<file path="config.mk">
export PLATFORM = sky130hd
export DESIGN_NAME = cpu_fifo_ctrl
export DESIGN_NICKNAME = d
export VERILOG_FILES = /design/src/rtl/cpu_fifo_pkg.sv /design/src/rtl/cpu_fifo_rd_pipe.sv /design/src/rtl/cpu_fifo_ctrl.sv
export SDC_FILE = /design/constraint.sdc
export NUM_CORES = 1
export LEC_CHECK = 0
export BUFFER_PORTS_ARGS = -buffer_cell sky130_fd_sc_hd__buf_2
export CAP_MARGIN = 20
export CORE_AREA = 2 2 66 81
export CTS_CLUSTER_DIAMETER = 40
export CTS_CLUSTER_SIZE = 30
export DETAILED_ROUTE_END_ITERATION = 7
export DIE_AREA = 0 0 68 83
export SYNTH_ARGS = -nofsm -noshare
export SYNTH_HDL_FRONTEND = slang
export SYNTH_SLANG_ARGS = --single-unit
</file>
<file path="constraint.sdc">
create_clock -name clk -period 4 [get_ports clk]
set_input_delay 0.8 -clock clk [delete_from_list [all_inputs] [get_ports clk]]
set_output_delay 0.8 -clock clk [all_outputs]
set_load 0.1 [all_outputs]
</file>
<file path="src/rtl/cpu_fifo_pkg.sv">
// -----------------------------------------------------------------------------
// cpu_fifo_pkg
// Shared definitions for the CPU packet FIFO controller: FSM state encoding,
// default buffer address width, control-byte constants and drop counter width.
// -----------------------------------------------------------------------------
package cpu_fifo_pkg;

   // Default packet buffer address width (512 words).
   localparam int ADDR_W_DEF = 9;

   // Control byte marking a module header word; never an end-of-packet marker.
   localparam logic [7:0] CTRL_MODULE_HDR = 8'hFF;

   // Width of the optional dropped-packet counter.
   localparam int DROP_CNT_W = 16;

   typedef enum logic [2:0] {
      ST_IDLE = 3'd0,  // waiting for the first word of a packet
      ST_RECV = 3'd1,  // storing packet words into the buffer
      ST_PROC = 3'd2,  // complete packet held, CPU owns the buffer
      ST_SEND = 3'd3,  // streaming the buffer out to the egress port
      ST_DROP = 3'd4   // packet too large, swallowing words until its end
   } state_e;

   // A control byte closes a packet when it is neither data (0) nor a header.
   function automatic logic is_eop_ctrl(input logic [7:0] ctrl);
      return (ctrl != 8'h00) && (ctrl != CTRL_MODULE_HDR);
   endfunction

endpackage

</file>
<file path="src/rtl/cpu_fifo_rd_pipe.sv">
// -----------------------------------------------------------------------------
// cpu_fifo_rd_pipe
// Buffer read-issue engine for the egress path. Holds the read address,
// issues one read per cycle while enabled and downstream is ready, flags the
// read of the tail word, and delays the issue strobe by one cycle to align
// out_wr with the block RAM's registered read data.
// -----------------------------------------------------------------------------
module cpu_fifo_rd_pipe
   import cpu_fifo_pkg::*;
#(
   parameter int ADDR_W = ADDR_W_DEF
) (
   input  logic              clk,
   input  logic              reset,
   input  logic              start_i,       // restart reading from address 0
   input  logic              active_i,      // egress phase in progress
   input  logic              out_rdy_i,     // downstream can take a word
   input  logic [ADDR_W-1:0] tail_addr_i,   // address of the last stored word
   output logic [ADDR_W-1:0] raddr_o,
   output logic              issue_last_o,  // the tail word is being read now
   output logic              out_wr_o
);

   logic [ADDR_W-1:0] raddr_q, raddr_d;
   logic              out_wr_q, out_wr_d;
   logic              issue;

   // Read issue decision and address advance; the address stops on the tail
   // word so it never wraps past the end of the packet.
   always_comb begin
      // NOTE: every signal gets a default first so no path leaves it unassigned
      // and no latch is inferred.
      raddr_d      = raddr_q;
      issue        = active_i & out_rdy_i;
      issue_last_o = issue && (raddr_q == tail_addr_i);
      out_wr_d     = issue;
      if (start_i) begin
         raddr_d = '0;
      end else if (issue && !issue_last_o) begin
         raddr_d = raddr_q + ADDR_W'(1);
      end
   end

   // Read address register and one-cycle out_wr delay matching RAM latency.
   always_ff @(posedge clk or posedge reset) begin
      if (reset) begin
         raddr_q  <= '0;
         out_wr_q <= 1'b0;
      end else begin
         raddr_q  <= raddr_d;
         out_wr_q <= out_wr_d;
      end
   end

   assign raddr_o  = raddr_q;
   assign out_wr_o = out_wr_q;

endmodule

</file>
<file path="src/rtl/cpu_fifo_ctrl.sv">
// -----------------------------------------------------------------------------
// cpu_fifo_ctrl
// Packet buffer controller between an upstream word stream, a CPU that
// inspects each stored packet, and a downstream egress port.
//   IDLE -> RECV : first word stored at address 0
//   RECV -> PROC : end-of-packet word stored, tail address latched
//   PROC -> SEND : CPU releases the buffer with a cpu_done pulse
//   SEND -> IDLE : read of the tail word issued
//   RECV -> DROP : packet would need the last buffer address without ending;
//                  remaining words are swallowed until end of packet.
// Build option: define CPU_FIFO_DROP_CNT_EN to add the saturating drop_cnt
// output counting entries into DROP.
// -----------------------------------------------------------------------------
module cpu_fifo_ctrl
   import cpu_fifo_pkg::*;
#(
   parameter int ADDR_W = ADDR_W_DEF
) (
   input  logic              clk,
   input  logic              reset,
   input  logic              in_wr,
   input  logic [7:0]        in_ctrl,
   output logic              in_rdy,
   input  logic              out_rdy,
   output logic              out_wr,
   input  logic              cpu_done,
   output logic              mem_we,
   output logic [ADDR_W-1:0] mem_waddr,
   output logic [ADDR_W-1:0] mem_raddr,
   output logic [ADDR_W-1:0] tail_addr,
   output logic              mux_sel,
   output logic              pkt_ready
`ifdef CPU_FIFO_DROP_CNT_EN
   ,
   output logic [DROP_CNT_W-1:0] drop_cnt
`endif
);

   localparam logic [ADDR_W-1:0] ADDR_LAST = '1;

   state_e            state_q, state_d;
   logic [ADDR_W-1:0] waddr_q, waddr_d;      // address of the last stored word
   logic [ADDR_W-1:0] tail_q, tail_d;
   logic              seen_zero_q, seen_zero_d; // a data word (ctrl 0) was seen

   logic              ctrl_zero;
   logic              eop;
   logic              overflow;
   logic              wr_accept;
   logic              send_start;
   logic [ADDR_W-1:0] wr_addr;
   logic              issue_last;

   // Word classification and the address the current word would be stored at.
   always_comb begin
      ctrl_zero = (in_ctrl == 8'h00);
      eop       = in_wr && seen_zero_q && is_eop_ctrl(in_ctrl);
      wr_addr   = (state_q == ST_IDLE) ? '0 : waddr_q + ADDR_W'(1);
      overflow  = (state_q == ST_RECV) && in_wr && !eop && (wr_addr == ADDR_LAST);
   end

   // FSM state register; reset discards any packet in flight.
   always_ff @(posedge clk or posedge reset) begin
      if (reset) begin
         state_q <= ST_IDLE;
      end else begin
         // NOTE: sequential state uses non-blocking assignments so every
         // register samples the pre-edge values of the others.
         state_q <= state_d;
      end
   end

   // FSM next-state logic.
   always_comb begin
      state_d = state_q;
      unique case (state_q)
         ST_IDLE: if (in_wr) state_d = ST_RECV;
         ST_RECV: begin
            if (eop) begin
               state_d = ST_PROC;
            end else if (overflow) begin
               state_d = ST_DROP;
            end
         end
         ST_PROC: if (cpu_done)   state_d = ST_SEND;
         ST_SEND: if (issue_last) state_d = ST_IDLE;
         ST_DROP: if (eop)        state_d = ST_IDLE;
         default: state_d = ST_IDLE;
      endcase
   end

   // FSM outputs: handshakes, CPU flags and the write strobe.
   always_comb begin
      in_rdy     = 1'b0;
      pkt_ready  = 1'b0;
      mux_sel    = 1'b0;
      wr_accept  = 1'b0;
      send_start = 1'b0;
      unique case (state_q)
         ST_IDLE: begin
            in_rdy    = 1'b1;
            wr_accept = in_wr;
         end
         ST_RECV: begin
            in_rdy    = 1'b1;
            wr_accept = in_wr && !overflow;
         end
         ST_PROC: begin
            pkt_ready  = 1'b1;
            mux_sel    = 1'b1;
            send_start = cpu_done;
         end
         ST_SEND: begin
            mux_sel = 1'b0;
         end
         ST_DROP: begin
            in_rdy = 1'b1;
         end
         default: begin
            in_rdy = 1'b0;
         end
      endcase
   end

   // Write-side bookkeeping: last stored address, tail latch, data-seen flag.
   always_comb begin
      waddr_d     = waddr_q;
      tail_d      = tail_q;
      seen_zero_d = seen_zero_q;
      if (wr_accept) begin
         waddr_d     = wr_addr;
         seen_zero_d = (state_q == ST_IDLE) ? ctrl_zero : (seen_zero_q | ctrl_zero);
         if ((state_q == ST_RECV) && eop) begin
            tail_d = wr_addr;
         end
      end else if ((state_q == ST_DROP) && in_wr) begin
         seen_zero_d = seen_zero_q | ctrl_zero;
      end
   end

   // Write-side registers.
   always_ff @(posedge clk or posedge reset) begin
      if (reset) begin
         waddr_q     <= '0;
         tail_q      <= '0;
         seen_zero_q <= 1'b0;
      end else begin
         waddr_q     <= waddr_d;
         tail_q      <= tail_d;
         seen_zero_q <= seen_zero_d;
      end
   end

   // The strobe is combinational with the word, so hold it off while reset is
   // asserted even if upstream still drives in_wr.
   assign mem_we    = wr_accept & ~reset;
   assign mem_waddr = ((state_q == ST_IDLE) || (state_q == ST_RECV)) ? wr_addr : waddr_q;
   assign tail_addr = tail_q;

   cpu_fifo_rd_pipe #(
      .ADDR_W (ADDR_W)
   ) u_rd_pipe (
      .clk          (clk),
      .reset        (reset),
      .start_i      (send_start),
      .active_i     (state_q == ST_SEND),
      .out_rdy_i    (out_rdy),
      .tail_addr_i  (tail_q),
      .raddr_o      (mem_raddr),
      .issue_last_o (issue_last),
      .out_wr_o     (out_wr)
   );

`ifdef CPU_FIFO_DROP_CNT_EN
   logic [DROP_CNT_W-1:0] drop_cnt_q;
   logic                  drop_entry;

   assign drop_entry = (state_q != ST_DROP) && (state_d == ST_DROP);

   // Saturating count of packets dropped for overflowing the buffer.
   always_ff @(posedge clk or posedge reset) begin
      if (reset) begin
         drop_cnt_q <= '0;
      end else if (drop_entry && (drop_cnt_q != '1)) begin
         drop_cnt_q <= drop_cnt_q + DROP_CNT_W'(1);
      end
   end

   assign drop_cnt = drop_cnt_q;
`endif

endmodule

</file>
==> impl_metrics.env, run 1 <==
export IMPL_clock_latency_ps=290
export IMPL_outcome="finished clean"
export IMPL_finalHoldViolCount=0
export IMPL_ctsHtreeMaxLevel=2
export IMPL_fmax_mhz=269
export IMPL_nets=287
export IMPL_dieArea_sq_um=5640
export IMPL_num_antenna_cells=0
export IMPL_avgRoutedWirePerCell_um=14.0
export IMPL_clock_skew_ps=7.23
export IMPL_period_needed_ps=3710
export IMPL_dp_cells=324
export IMPL_startpoint_type="flop"
export IMPL_syn_nets=241
export IMPL_grt_antenna_before_repair=0
export IMPL_hold_path_class="in -> async"
export IMPL_tns_ps=0
export IMPL_syn2layout_area_growth_pct=21.6
export IMPL_path_clk_slew_ps=70
export IMPL_synth_area_sq_um=1970
export IMPL_syn_mean_instance_area_sq_um=8.73
export IMPL_synth_async_reset_ratio=1.00
export IMPL_pin_count=45
export IMPL_initial_core_util=0.408
export IMPL_worstPathMaxFanout=8
export IMPL_cp_data_required_time_ps=3200
export IMPL_drtPass1Iterations=4
export IMPL_drive_above_1_share=0.238
export IMPL_grt_pass1_wl_um=7850
export IMPL_post_cts_resized=0
export IMPL_synth_edf_count=0
export IMPL_utilization=0.496
export IMPL_tightest_slew_ps=1060
export IMPL_grt_pass1_vias=1614
export IMPL_synth_top_area_cell="dfrtp_1"
export IMPL_worstSetupEndpointType="output port"
export IMPL_io_buffers=44
export IMPL_finalMaxSlewViolations=0
export IMPL_grt_use_met1=0.249
export IMPL_grtUsageMet3=0.0407
export IMPL_slew_headroom=0.291
export IMPL_core_sq_um=4830
export IMPL_leakagePower_nw=1.23
export IMPL_drc=0
export IMPL_ys_seq_elements=32
export IMPL_ant_nets=0
export IMPL_fp_row_count=28
export IMPL_maxCapViolations=0
export IMPL_grtUsageMet2=0.280
export IMPL_power_density_nw_per_um2=676
export IMPL_grt_max_degree=26
export IMPL_arrival_ps=2910
export IMPL_grt_busiest_layer="met2"
export IMPL_fin_cells=333
export IMPL_grt_ovfl_total=0
export IMPL_synthFlopType="dfrtp_1"
export IMPL_drtIter0Drc=26
export IMPL_root_buffer="clkbuf_8"
export IMPL_crit_type="reg -> out"
export IMPL_track_usage=0.182
export IMPL_post_cts_setup_buffers=0
export IMPL_irDropWorstVdd_uv=701
export IMPL_ctsHoldBuffers=0
export IMPL_clock_sinks=32
export IMPL_finalSetupViolCount=0
export IMPL_ys_types=41
export IMPL_synthTopCellsByArea="dfrtp_1, nand2_1, xor2_1"
export IMPL_dp_hpwl_um=3490
export IMPL_finalWirelength_um=4670
export IMPL_die_x_um=68
export IMPL_synth_commonest_cells="nand2_1, dfrtp_1, nor2_1, o21ai_0, xor2_1"
export IMPL_ys_seq_area_frac=0.406
export IMPL_yosysWarnings=0
export IMPL_cts_tree="yes"
export IMPL_cts_buffers=5
export IMPL_cts_path_max_buffers=2
export IMPL_synth_cells=226
export IMPL_routed_via_count=1730
export IMPL_fin_crit_sh=0.928
export IMPL_viasPerCell=5.20
export IMPL_die_h_um=83
export IMPL_rsz0062_at_grt="no"
export IMPL_synthMostInstantiatedCell="nand2_1"
export IMPL_synth_top_area_share=0.406
export IMPL_gp_congestion=0.801
## stage by stage
stage,worst slack (ps),area [sq um],power [mW],hold WS (ps)
6_report,287,2400,1.62,411
3_5_place_dp,287,2260,1.31,513
3_3_place_gp,345,2260,1.31,506
5_1_grt,152,2400,1.70,415
4_1_cts,278,2370,1.63,531
2_1_floorplan,275,1980,1.16,485
## power breakdown
part | internal, mW | total [mW] | switching, mW
logic | 0.210 | 0.860 | 0.650
registers | 0.368 | 0.444 | 0.0765
clock network | 0.184 | 0.317 | 0.132
total | 0.762 | 1.62 | 0.859
## worst max-delay path, stage by stage (launching register included)
cell,delay (ps)
dfrtp_1,470
ha_1,340
xnor2_1,180
or4_1,520
or3_1,310
or3_1,330
nand4_1,150
nor2_2,40
buf_2,280
## cells in the final DEF (no fill, tap or decap), types with 3 or more instances in the layout
cell / synthesis / routed
xnor2_1: 10 / 10
nor3_1: 7 / 6
nand3_1: 4 / 4
nand2b_1: 4 / 4
a22o_1: 3 / 3
dfrtp_1: 32 / 32
nor2_1: 18 / 17
nand2_1: 40 / 40
and3_1: 3 / 3
or4_1: 3 / 3
clkbuf_8: 0 / 5
mux2i_1: 5 / 5
o21ai_1: 1 / 5
buf_2: 4 / 44
o31ai_1: 3 / 3
nand4_1: 7 / 7
inv_1: 11 / 11
buf_4: 2 / 5
o21ai_0: 16 / 12
or3_1: 3 / 3
a21oi_1: 5 / 5
xor2_1: 14 / 14
## path summary, 6_finish.rpt
check                            start            to  slack, ps  cells after the start
max                         waddr_q[0]        mem_we        290                      8
min in group clk           seen_zero_q   seen_zero_q        530                      2
min reg2reg                seen_zero_q   seen_zero_q        530                      2
max in group asynchronous        reset  tail_addr[2]       3030                      4
max reg2reg                 waddr_q[0]    waddr_q[3]       1170                      8
min                              reset   seen_zero_q        410                      2
## cell type report
type	count	area, sq um
fill	493	2440
clock buffer	5	68.8
timing repair buffer	50	285
multi-input combinational	172	1080
inverter	11	41.3
sequential	32	801
clock inverter	3	42.5
tap	60	75.1
## layer usage
layer	vias to the layer above	routed length, um
met2	35	2240
li1	877	-
met1	812	2160
met3	6	194
met5	-	0
met4	0	68
## cell families (layout without fill, tap and decap cells)
| kind of cell | after synthesis | in the layout | synth area share |
|---|---|---|---|
| fa+ha+maj | 2 | 2 | 0.0127 |
| xor+xnor | 24 | 24 | 0.107 |
| simple gates | 99 | 99 | 0.252 |
| mux | 5 | 5 | 0.0254 |
| buf+inv | 22 | 69 | 0.0482 |
| flops | 32 | 32 | 0.406 |
| compound gates | 42 | 42 | 0.149 |
## sequential cells by signal, indices dropped and copies added (netlist names)
register            count
tail_addr               9
u_rd_pipe.raddr_o       9
waddr_q                 9
state_q                 3
seen_zero_q             1
u_rd_pipe.out_wr_o      1
Note: power is estimated with default switching activity, not from simulation.
==> run 2: changes to the inputs <==
--- a/config.mk
+++ b/config.mk
@@ -5,13 +5,15 @@
 export SDC_FILE = /design/constraint.sdc
 export NUM_CORES = 1
 export LEC_CHECK = 0
+export ABC_AREA = 1
 export BUFFER_PORTS_ARGS = -buffer_cell sky130_fd_sc_hd__buf_2
 export CAP_MARGIN = 20
-export CORE_AREA = 2 2 66 81
+export CORE_AREA = 2 2 67 82
 export CTS_CLUSTER_DIAMETER = 40
 export CTS_CLUSTER_SIZE = 30
 export DETAILED_ROUTE_END_ITERATION = 7
-export DIE_AREA = 0 0 68 83
+export DIE_AREA = 0 0 69 84
+export SETUP_SLACK_MARGIN = 0.02
 export SYNTH_ARGS = -nofsm -noshare
 export SYNTH_HDL_FRONTEND = slang
 export SYNTH_SLANG_ARGS = --single-unit
==> run 2 against run 1 <==
Net effect:
- wire length grew 4.5%
- die area grew 2.7%
- clock power shrank 13%
- design area grew 0.63%
- via count grew 18%
- largest power group unchanged
- core utilization shrank 2.1 points
- sequential power grew 5.0%
- global-route usage grew 0.38 points
- area after synthesis grew 3.9%
- sequential cell count is the same
- highest routed layer unchanged
- setup slack gained 590 ps
- non-clock buffer count shrank 4
==> impl_metrics.env, run 2 <==
export IMPL_arrival_ps=2320
export IMPL_startpoint_type="flop"
export IMPL_multi_input_area_sq_um=1030
export IMPL_fp_row_count=29
export IMPL_clock_latency_ps=280
export IMPL_seq_area_sq_um=801
export IMPL_path_clk_slew_ps=70
export IMPL_dp_cells=410
export IMPL_finalHoldViolCount=0
export IMPL_cts_buffers=5
export IMPL_pin_count=45
export IMPL_die_x_um=69
export IMPL_p_total_mw=1.65
export IMPL_slew_headroom=0.650
export IMPL_endpoint="mem_we"
export IMPL_root_buffer="clkbuf_8"
export IMPL_clock_skew_ps=4.24
export IMPL_yosysWarnings=0
export IMPL_initial_core_util=0.403
export IMPL_drtPass1Iterations=4
export IMPL_dieArea_sq_um=5800
export IMPL_cts_tree="yes"
export IMPL_synth_edf_count=0
export IMPL_synth_top_area_share=0.391
export IMPL_gp_congestion=0.805
export IMPL_fin_crit_sh=0.781
export IMPL_num_antenna_cells=0
export IMPL_grt_pass1_vias=2016
export IMPL_final_cell_mix="nand2_1, inv_1, buf_2, dfrtp_1"
export IMPL_irDropWorstVdd_uv=339
export IMPL_place_ws_ps=1140
export IMPL_clock_sinks=32
export IMPL_post_cts_setup_buffers=0
export IMPL_hold_slack_ps=536
export IMPL_outcome="finished clean"
export IMPL_n_fill_cell=557
export IMPL_power_density_nw_per_um2=682
export IMPL_timing_rr_end="seen_zero_q"
export IMPL_routed_via_count=2040
export IMPL_ys_types=26
export IMPL_cp_data_required_time_ps=3200
export IMPL_grt_pass1_wl_um=8810
export IMPL_io_buffers=44
export IMPL_maxCapViolations=0
export IMPL_grt_ovfl_total=0
export IMPL_grt_max_degree=33
export IMPL_drive_above_1_share=0.172
export IMPL_viasPerCell=4.89
export IMPL_ys_seq_area_frac=0.391
export IMPL_period_needed_ps=3120
export IMPL_avgRoutedWirePerCell_um=11.7
export IMPL_synthTopCellsByArea="dfrtp_1, nand2_1, inv_1"
export IMPL_ys_seq_elements=32
export IMPL_synthMostInstantiatedCell="nand2_1"
export IMPL_ctsHtreeMaxLevel=2
export IMPL_post_cts_resized=0
export IMPL_syn_nets=324
export IMPL_leakagePower_nw=1.28
export IMPL_die_h_um=84
export IMPL_dp_hpwl_um=3670
export IMPL_synthFlopType="dfrtp_1"
export IMPL_ant_nets=0
export IMPL_core_sq_um=5080
export IMPL_synth_cells=309
export IMPL_track_usage=0.186
export IMPL_ctsHoldBuffers=0
export IMPL_synth_async_reset_ratio=1.00
export IMPL_fmax_mhz=320
export IMPL_crit_reg2reg_launch="waddr_q[0]"
export IMPL_grt_antenna_before_repair=0
export IMPL_drc=0
export IMPL_timing_final_ws_setup_ps=877
export IMPL_finalMaxSlewViolations=0
export IMPL_rsz0062_at_grt="no"
export IMPL_synth_top_area_cell="dfrtp_1"
export IMPL_hold_path_class="reg -> reg"
export IMPL_reg2reg_depth=13
export IMPL_syn2layout_area_growth_pct=17.7
export IMPL_fin_cells=417
export IMPL_finalSetupViolCount=0
export IMPL_synth_commonest_cells="nand2_1, inv_1, dfrtp_1, nand3_1, nor2_1"
export IMPL_tightest_slew_ps=524
export IMPL_nets=370
export IMPL_crit_start="waddr_q[0]"
export IMPL_finalWirelength_um=4870
export IMPL_rrSetupSlack_ps=1830
export IMPL_drtIter0Drc=75
export IMPL_syn_mean_instance_area_sq_um=6.63
export IMPL_synth_area_sq_um=2050
export IMPL_cts_path_max_buffers=2
export IMPL_worstPathMaxFanout=5
export IMPL_layout_commonest_cell="nand2_1"
export IMPL_crit_type="reg -> out"
export IMPL_worstSetupEndpointType="output port"
run 2: cell count changes after synthesis, sizes merged, moves of 11 or more:
| cell | before | now |
|---|---|---|
| inv | 11 | 46 |
| nand2 | 40 | 95 |
| nand3 | 5 | 30 |
| nor2 | 18 | 31 |
| o21ai | 17 | 38 |
| xor2 | 14 | 3 |
run 2: stage by stage:
step	setup TNS, ps	util	area (sq um)
after floorplan	-300	-	2050
after global placement	0	0.456	2320
after detailed placement	0	0.456	2320
after CTS	0	0.475	2410
after global routing	0	0.475	2410
final	0	0.475	2410
run 2: where the power goes:
| group | switching, mW | internal (mW) | total (mW) |
|---|---|---|---|
| clock | 0.122 | 0.153 | 0.275 |
| sequential | 0.0834 | 0.382 | 0.466 |
| combinational | 0.724 | 0.182 | 0.906 |
run 2: cells by family (layout without fill, tap and decap cells):
| kind of cell | Yosys count | after routing | synth area share |
|---|---|---|---|
| and+or+nand+nor | 171 | 171 | 0.353 |
| buffers and inverters | 53 | 99 | 0.107 |
| AOI/OAI and AO/OA | 44 | 44 | 0.107 |
| DFF | 32 | 32 | 0.391 |
| xor gates and xnor gates | 7 | 7 | 0.0299 |
| adders and majority gates | 2 | 2 | 0.0122 |
run 2: worst max-delay path: stages, from the launching register on:
cell and delay, ps:
dfrtp_1 430, ha_1 240, nand2_1 80, nor2_1 190, nand4_1 110, nand3_1 220
nor2_1 90, nand2_1 90, nand2_1 90, nor2_1 80, buf_2 420
run 2: metal layers:
layer	wire, um	vias up	track usage	part of all wire
met5	0	-	0	0
met2	2480	46	0.338	0.51
met1	2110	921	0.208	0.43
met3	215	7	0.0411	0.044
li1	-	1066	-	-
met4	68	0	0.0695	0.014
run 2: worst min-delay path by stage:
stage	slack (ps)	depth (start not counted)	from	endpoint
floorplan	470	2	seen_zero_q	seen_zero_q
global placement	500	2	seen_zero_q	seen_zero_q
detailed placement	510	2	seen_zero_q	seen_zero_q
global route	570	2	tail_addr[1]	tail_addr[1]
finish	540	2	tail_addr[6]	tail_addr[6]
CTS	540	2	seen_zero_q	seen_zero_q
run 2: cell type report:
cell class              count  area share
well taps                  62      0.0322
inverters                  46      0.0716
repair buffers             46      0.0975
flip-flops and latches     32       0.332
clock buffers               7      0.0399
multi-input cells         224       0.427
==> run 3: changes to the inputs <==
--- a/config.mk
+++ b/config.mk
@@ -5,14 +5,15 @@
 export SDC_FILE = /design/constraint.sdc
 export NUM_CORES = 1
 export LEC_CHECK = 0
-export ABC_AREA = 1
+export ABC_AREA = 0
 export BUFFER_PORTS_ARGS = -buffer_cell sky130_fd_sc_hd__buf_2
 export CAP_MARGIN = 20
-export CORE_AREA = 2 2 67 82
+export CORE_AREA = 2 2 66 81
 export CTS_CLUSTER_DIAMETER = 40
 export CTS_CLUSTER_SIZE = 30
 export DETAILED_ROUTE_END_ITERATION = 7
-export DIE_AREA = 0 0 69 84
+export DIE_AREA = 0 0 68 83
+export PLACE_DENSITY = 0.65
 export SETUP_SLACK_MARGIN = 0.02
 export SYNTH_ARGS = -nofsm -noshare
 export SYNTH_HDL_FRONTEND = slang
==> constraint.sdc (replaced) <==
create_clock -name clk -period 2.6 [get_ports clk]
set_input_delay 0.52 -clock clk [delete_from_list [all_inputs] [get_ports clk]]
set_output_delay 0.52 -clock clk [all_outputs]
set_load 0.1 [all_outputs]
==> run 3 against run 2 <==
Net effect:
- register-to-register slack lost 1800 ps
- the flow now finishes with violations (negative setup slack)
- worst hold slack lost 200 ps
- design area grew 14%
- sequential cell count is the same
==> impl_metrics.env, run 3 (same netlist as run 1, synthesis figures left out) <==
export IMPL_finalMaxSlewViolations=0
export IMPL_nets=311
export IMPL_finalHoldViolCount=0
export IMPL_layout_commonest_cell="nand2_1"
export IMPL_irDropWorstVdd_uv=1120
export IMPL_power_density_nw_per_um2=1010
export IMPL_worstSetupEndpointType="output port"
export IMPL_finalWirelength_um=4990
export IMPL_fin_crit_sh=1.20
export IMPL_drtIter0Drc=95
export IMPL_cts_buffers=5
export IMPL_die_h_um=83
export IMPL_startpoint_type="flop"
export IMPL_ant_nets=0
export IMPL_track_usage=0.186
export IMPL_grt_pass1_vias=1697
export IMPL_gp_congestion=0.860
export IMPL_grt_ovfl_total=0
export IMPL_num_antenna_cells=0
export IMPL_grt_max_degree=33
export IMPL_viasPerCell=5.07
export IMPL_drtPass1Iterations=4
export IMPL_fin_cells=357
export IMPL_slew_headroom=0.676
export IMPL_rsz0062_at_grt="yes"
export IMPL_critical_path_top_delay_family="simple AND/OR/NAND/NOR gates"
export IMPL_clock_latency_ps=290
export IMPL_routed_via_count=1810
export IMPL_period_needed_ps=3120
export IMPL_pin_count=45
export IMPL_drc=0
export IMPL_syn2layout_area_growth_pct=39.1
export IMPL_fp_row_count=28
export IMPL_avgRoutedWirePerCell_um=14.0
export IMPL_hold_path_class="in -> async"
export IMPL_crit_chain="ha_4 > nand2b_1 > or4_1 > or3_1 > or3_4 > nand4_1 > nor2_4 > buf_12"
export IMPL_root_buffer="clkbuf_8"
export IMPL_leakagePower_nw=1.38
export IMPL_hold_slack_ps=333
export IMPL_cp_slowest_cell="or4_1"
export IMPL_maxCapViolations=0
export IMPL_tightest_slew_ps=485
export IMPL_drive_above_1_share=0.347
export IMPL_dp_cells=347
export IMPL_grt_pass1_wl_um=8150
export IMPL_cp_data_required_time_ps=2080
export IMPL_path_clk_slew_ps=70
export IMPL_final_cell_mix="nand2_1, buf_2, dfrtp_1, buf_4"
export IMPL_fmax_mhz=321
export IMPL_finalSetupViolCount=1
export IMPL_outcome="finished, violations left"
export IMPL_ctsHtreeMaxLevel=2
export IMPL_crit_type="reg -> out"
export IMPL_die_x_um=68
export IMPL_core_sq_um=4830
export IMPL_timing_final_ws_setup_ps=-520
export IMPL_initial_core_util=0.408
export IMPL_dp_hpwl_um=3690
export IMPL_clock_sinks=32
export IMPL_grt_antenna_before_repair=0
export IMPL_dieArea_sq_um=5640
export IMPL_p_total_mw=2.77
export IMPL_place_ws_ps=-368
export IMPL_violations="negative setup slack"
export IMPL_worstPathMaxFanout=2
export IMPL_io_buffers=44
export IMPL_ctsHoldBuffers=0
export IMPL_cts_tree="yes"
export IMPL_arrival_ps=2600
export IMPL_critPathMaxStageDelay_ps=510
export IMPL_clock_skew_ps=8.42
export IMPL_cts_path_max_buffers=2
export IMPL_path_buf_inv=1
==> run 3: changes by cell type in the layout (fill, tap and decap cells not counted), moves of 6 or more <==
cell and delta:
o21ai_0 -18, inv_1 -33, nand3_1 -26, buf_2 -6, nor2_1 -16, nand2_1 -54
xor2_1 +11, o21ai_1 -8, buf_4 +24, buf_12 +6, xnor2_1 +6
==> run 3: worst paths after layout <==
kind | startpoint | end | slack (ps) | depth (start not counted)
worst max-delay path | waddr_q[0] | mem_we | -520 | 8
worst min-delay path | reset | waddr_q[0] | 330 | 3
worst max register to register | waddr_q[0] | waddr_q[1] | 10 | 8
worst min register to register | tail_addr[6] | tail_addr[6] | 520 | 2
max in group asynchronous | reset | waddr_q[2] | 1960 | 3
min in group clk | tail_addr[6] | tail_addr[6] | 520 | 2
==> run 3: cell type report <==
| cell class | instances | area (sq um) |
|---|---|---|
| fillers | 451 | 2090 |
| multi-input cells | 173 | 1180 |
| flip-flops and latches | 32 | 801 |
| repair buffers | 73 | 539 |
| well taps | 60 | 75.1 |
| clock buffers | 6 | 72.6 |
| inverters | 11 | 41.3 |
| clock inverters | 2 | 35.0 |
==> run 3: metrics by stage <==
step | instance area (sq um) | TNS (ps) | util
4_1_cts | 2680 | -505 | 0.555
3_5_place_dp | 2560 | -1400 | 0.531
3_3_place_gp | 2560 | -975 | 0.531
2_1_floorplan | 2040 | -476 | -
6_report | 2740 | -520 | 0.567
5_1_grt | 2740 | -742 | 0.567
==> run 3: per-layer routing <==
layer | vias to the layer above | wire (um) | part of all wire | GRT usage
met5 | - | 0 | 0 | 0
met4 | 0 | 16 | 0.0032 | 0.0436
met3 | 4 | 197 | 0.040 | 0.0407
met2 | 43 | 2500 | 0.50 | 0.290
met1 | 835 | 2270 | 0.46 | 0.259
li1 | 928 | - | - | -
==> run 3: repair_timing <==
| item | in CTS | in global routing |
|---|---|---|
| endpoints found under the setup margin | 5 | 18 |
| pin swaps | 0 | 1 |
| gates cloned | 0 | 1 |
| buffers inserted | 0 | 1 |
| resized for setup | 1 | 11 |
==> run 3: report_power, final <==
part | total (mW) | switching [mW] | internal, mW
clock network | 0.485 | 0.200 | 0.285
registers | 0.646 | 0.0796 | 0.567
logic | 1.64 | 1.13 | 0.510
==> run 3: worst reg2reg max path, delay by kind of cell (launching register included) <==
| kind | cells | cell delay (ps) |
|---|---|---|
| AO/OA/AOI/OAI | 1 | 230 |
| buffers and inverters | 1 | 180 |
| flip-flops | 1 | 420 |
| AND/OR/NAND/NOR | 5 | 1370 |
| adder cells (fa/ha/maj) | 1 | 280 |
